--- src/rtl/shift_seq.sv ---
// Multi-cycle SLL/SRA/ROR sequencer: at most 3 bit positions per cycle on a 16-bit operand.
// Latency: result valid 1+ceil(amt/3) cycles after accept (1 for amt==0 or reserved op).
// Backpressure: result held in DONE until rsp_ready; req_ready only in IDLE; flush aborts.
module shift_seq (
    input  logic        clk,
    input  logic        rst,
    input  logic        flush,
    input  logic        req_valid,
    output logic        req_ready,
    input  logic [1:0]  req_op,
    input  logic [15:0] req_data,
    input  logic [3:0]  req_amt,
    output logic        rsp_valid,
    input  logic        rsp_ready,
    output logic [15:0] rsp_data,
    output logic        busy
);

    typedef enum logic [1:0] {
        IDLE  = 2'd0,
        SHIFT = 2'd1,
        DONE  = 2'd2
    } state_t;

    localparam logic [1:0] OP_SLL = 2'b00;
    localparam logic [1:0] OP_SRA = 2'b01;
    localparam logic [1:0] OP_ROR = 2'b10;
    localparam logic [1:0] OP_RSV = 2'b11;

    state_t      state;
    state_t      state_nxt;
    logic [15:0] work;
    logic [15:0] work_shifted;
    logic [3:0]  remaining;
    logic [3:0]  rem_nxt;
    logic [1:0]  op;
    logic [1:0]  step;
    logic        accept;

    // Step is clamped to what is left, so the counter can never wrap.
    always_comb begin
        step    = (remaining > 4'd3) ? 2'd3 : remaining[1:0];
        rem_nxt = remaining - {2'b00, step};
    end

    always_comb begin
        work_shifted = work;
        case (op)
            OP_SLL:  work_shifted = work << step;
            OP_SRA:  work_shifted = 16'($signed(work) >>> step);
            OP_ROR: begin
                case (step)
                    2'd1:    work_shifted = {work[0],   work[15:1]};
                    2'd2:    work_shifted = {work[1:0], work[15:2]};
                    2'd3:    work_shifted = {work[2:0], work[15:3]};
                    default: work_shifted = work;
                endcase
            end
            default: work_shifted = work;
        endcase
    end

    always_comb begin
        req_ready = (state == IDLE) && !rst;
        rsp_valid = (state == DONE);
        busy      = (state == SHIFT) || (state == DONE);
        rsp_data  = work;
        accept    = req_valid && req_ready && !flush;
    end

    always_comb begin
        state_nxt = state;
        case (state)
            IDLE: begin
                if (accept) begin
                    if (req_amt == 4'd0 || req_op == OP_RSV)
                        state_nxt = DONE;
                    else
                        state_nxt = SHIFT;
                end
            end
            SHIFT: begin
                if (rem_nxt == 4'd0)
                    state_nxt = DONE;
            end
            DONE: begin
                if (rsp_ready)
                    state_nxt = IDLE;
            end
            default: state_nxt = IDLE;
        endcase
        if (flush)
            state_nxt = IDLE;
    end

    always_ff @(posedge clk) begin
        if (rst) begin
            state     <= IDLE;
            work      <= 16'h0000;
            remaining <= 4'd0;
            op        <= OP_SLL;
        end else begin
            state <= state_nxt;
            if (accept) begin
                work      <= req_data;
                remaining <= req_amt;
                op        <= req_op;
            end else if (state == SHIFT && !flush) begin
                work      <= work_shifted;
                remaining <= rem_nxt;
            end
        end
    end

endmodule

--- config.mk ---
export PLATFORM = sky130hd
export DESIGN_NAME = shift_seq
export DESIGN_NICKNAME = d
export VERILOG_FILES = /design/src/rtl/shift_seq.sv
export SDC_FILE = /design/constraint.sdc
export NUM_CORES = 1
export LEC_CHECK = 0
export CORE_MARGIN = 2
export CORE_UTILIZATION = 48
export CTS_BUF_LIST = sky130_fd_sc_hd__clkbuf_16
export CTS_CLUSTER_DIAMETER = 120
export DETAILED_ROUTE_END_ITERATION = 6
export PLACE_DENSITY = 0.78
export SLEW_MARGIN = 20
export SYNTH_ARGS = -nofsm -noshare
export SYNTH_HDL_FRONTEND = slang
export SYNTH_SLANG_ARGS = --single-unit
--- constraint.sdc ---
create_clock -name clk -period 2.2 [get_ports clk]
set_input_delay 0.44 -clock clk [delete_from_list [all_inputs] [get_ports clk]]
set_output_delay 0.44 -clock clk [all_outputs]
set_load 0.01 [all_outputs]
==> summary.md <==
| Metric | Value |
|---|---|
| Final hold violation count | 0 |
| HPWL Detailed | 5600 µm |
| Final period util | 0.939 |
| Synth Register Bits | 24 |
| I/O Buffers | 45 |
| CP Capture Type | output port |
| Share of cells above drive strength 1 | 0.123 |
| Row Count | 25 |
| Hold WC Path Type | reg2reg |
| Pwr Total | 0.00148 W |
| Worst Skew | 5.62 ps |
| Run status | completed |
| Synth Area in Simple Gates | 0.279 |
| Starting Density | 0.504 |
| Critical Path AT | 1630 ps |
| Drt drc | 0 |
| Avg Synthesized Cell Area | 7.05 µm² |
| Seq/Total Area, Yosys | 0.200 |
| Antenna violations before repair | 0 |
| Post-synth EDFFs | 0 |
| Pre-antenna DRT Iters | 5 |
| Total of max-cap violations | 0 |
| Ys async rst share | 0 |
| Vias/cell | 6.52 |
| Later-pin clock latency in the skew report | 260 ps |
| Main combinational cell family by area after synthesis | compound AO/OA/AOI/OAI gates |
| Largest net degree at the start of global routing | 35 |
| Die height | 74.7 µm |
| Total wire length | 7860 µm |
| Die footprint | 5580 µm² |
| Compound-Gate Fraction of Synth Area | 0.359 |
| Leak Pwr | 1.10 nW |
| Synth-to-Final Area Change | 28.2% |
| Peak supply drop | 0.000498 V |
| Post-Syn Area | 2400 µm² |
| Post-synthesis cell type count | 49 |
| Chip width | 74.7 µm |
| Root buffer cell | clkbuf_16 |
| Antenna-violating nets left | 0 |
| Worst-margin pin slew | 581 ps |
| First-pass GRT wire length | 12800 µm |
| Tmin final | 2070 ps |
| Most common cell after layout, fill and taps aside | clkdlybuf4s50_1 |
| ANT cells | 0 |
| XOR/XNOR share of the synthesized area | 0.00365 |
| Clock buffer depth | 2 |
| CORE AREA | 4750 µm² |
| Post-Syn Instances | 340 |
| Pins Over Slew Limit | 0 |
| Via Count | 2922 |
| Post-synthesis mux area share | 0.0214 |
| Worst slew margin | 0.603 |
| Fmax | 484 MHz |
| CP Launch Type | flop |
| Wire per inst | 17.5 µm |
| Num CTS Buffers | 3 |
| Gpl congestion | 0.877 |
| Hold_buf cts | 0 |
| Clock sink total | 24 |
| H-Tree Depth | 1 |
| Crit path required time | 1760 ps |
| Setup-failing EPs final | 0 |
| Primary FF master, synth | dfxtp_1 |
| CTS resizes | 0 |
| IO Count | 46 |
| Post-CTS Setup Bufs | 0 |
| Total GRT Usage | 0.294 |
| Cell Pwr Density | 481 nW/µm² |
| Final nets | 417 |
| Clock transition at path regs | 60 ps |
| Vias in the first global route | 2806 |
| Commonest cells after routing, fill and taps aside | clkdlybuf4s50_1, nor2_1, buf_4 |
| CP Class | reg2out |
| Critical Path Fanout Max | 6 |
| Synth warnings | 0 |
| Post-Syn Nets | 374 |
| Final TNS setup | 0 ps |
| Initial DRC Count | 357 |
| Unrepaired setup endpoints after global routing | false |
| Grt total ovfl | 0 |
| CTS tree | done |
| Adder-cell share of the synthesized area | 0.0365 |
## critical path, cell delays in order (launching register included)
cell and delay (ps):
dfxtp_1 320, inv_1 100, ha_1 250, nor2b_1 160, clkdlybuf4s50_1 540
## per-layer routing
metal  global-route usage  routed length (µm)  up-vias
li1                     -                   -     1373
met1                0.373                3210     1342
met2                0.484                3690      174
met3               0.0455                 668       33
met4                0.153                 286        0
met5                    0                   0        -
## sequential cells by signal, indices dropped and copies added (netlist names)
register,cells
rsp_data,16
remaining,4
op,2
state,2
## cell usage after synthesis (all sizes together), types with 2 or more instances
cell | number | area, µm²
nor4 | 14 | 87.6
a211o | 2 | 18.8
a211oi | 21 | 168
a31oi | 10 | 62.6
ha | 7 | 87.6
nand2 | 24 | 90.1
nor2 | 36 | 135
inv | 9 | 33.8
o32ai | 6 | 52.6
dfxtp | 24 | 480
o211ai | 3 | 22.5
nand3 | 4 | 20.0
nor3 | 18 | 90.1
o221ai | 10 | 93.8
o21ai | 18 | 90.1
nand2b | 3 | 18.8
or4 | 2 | 15.0
a311oi | 2 | 17.5
nand3b | 2 | 15.0
nor2b | 14 | 87.6
or3 | 3 | 18.8
o31ai | 4 | 30.0
and2 | 8 | 50.1
o31a | 2 | 17.5
clkbuf | 22 | 82.6
a21oi | 17 | 85.1
a2111oi | 5 | 50.0
o22ai | 14 | 87.6
mux2i | 4 | 40.0
buf | 19 | 125
## path summary, 6_finish.rpt
check                             from                        to  slack [ps]  depth (start not counted)
max              state[0]$_SDFFE_PP0P_                 req_ready         130                          4
min                 op[0]$_SDFFE_PP0P_        op[0]$_SDFFE_PP0P_         540                          2
max reg2reg  remaining[2]$_SDFFE_PP0N_  rsp_data[7]$_SDFFE_PP0P_         130                          6
min reg2reg         op[0]$_SDFFE_PP0P_        op[0]$_SDFFE_PP0P_         540                          2
## stage by stage
| step | area [µm²] | utilization | std cells | setup slack, ps | hold slack [ps] |
|---|---|---|---|---|---|
| floorplan | 2400 | - | 340 | 42.9 | 492 |
| detailed placement | 2990 | 0.629 | 445 | -8.49 | 532 |
| finish | 3070 | 0.647 | 448 | 134 | 539 |
| global route | 3070 | 0.647 | 448 | 4.12 | 570 |
| global placement | 2990 | 0.629 | 445 | 34.0 | 508 |
| CTS | 3070 | 0.645 | 448 | 23.1 | 541 |
## power breakdown
group | switching [W] | internal [W]
Clock | 0.000173 | 0.000242
Sequential | 0.0000397 | 0.000455
Combinational | 0.000301 | 0.000268
Total | 0.000514 | 0.000965
## final cells by class
class / instances / area (µm²)
Multi-Input combinational cell: 266 / 1680
Timing Repair Buffer: 79 / 718
Inverter: 9 / 33.8
Fill cell: 444 / 1680
Tap cell: 67 / 83.8
Sequential cell: 24 / 482
Clock buffer: 3 / 75.1
## logic make-up after synthesis
family,after synthesis
muxes,5
AOI/OAI and AO/OA,121
buffers and inverters,50
and+or+nand+nor,132
DFF,24
xor gates and xnor gates,1
adders and majority gates,7
No activity file was read; power rests on OpenSTA's default activity.
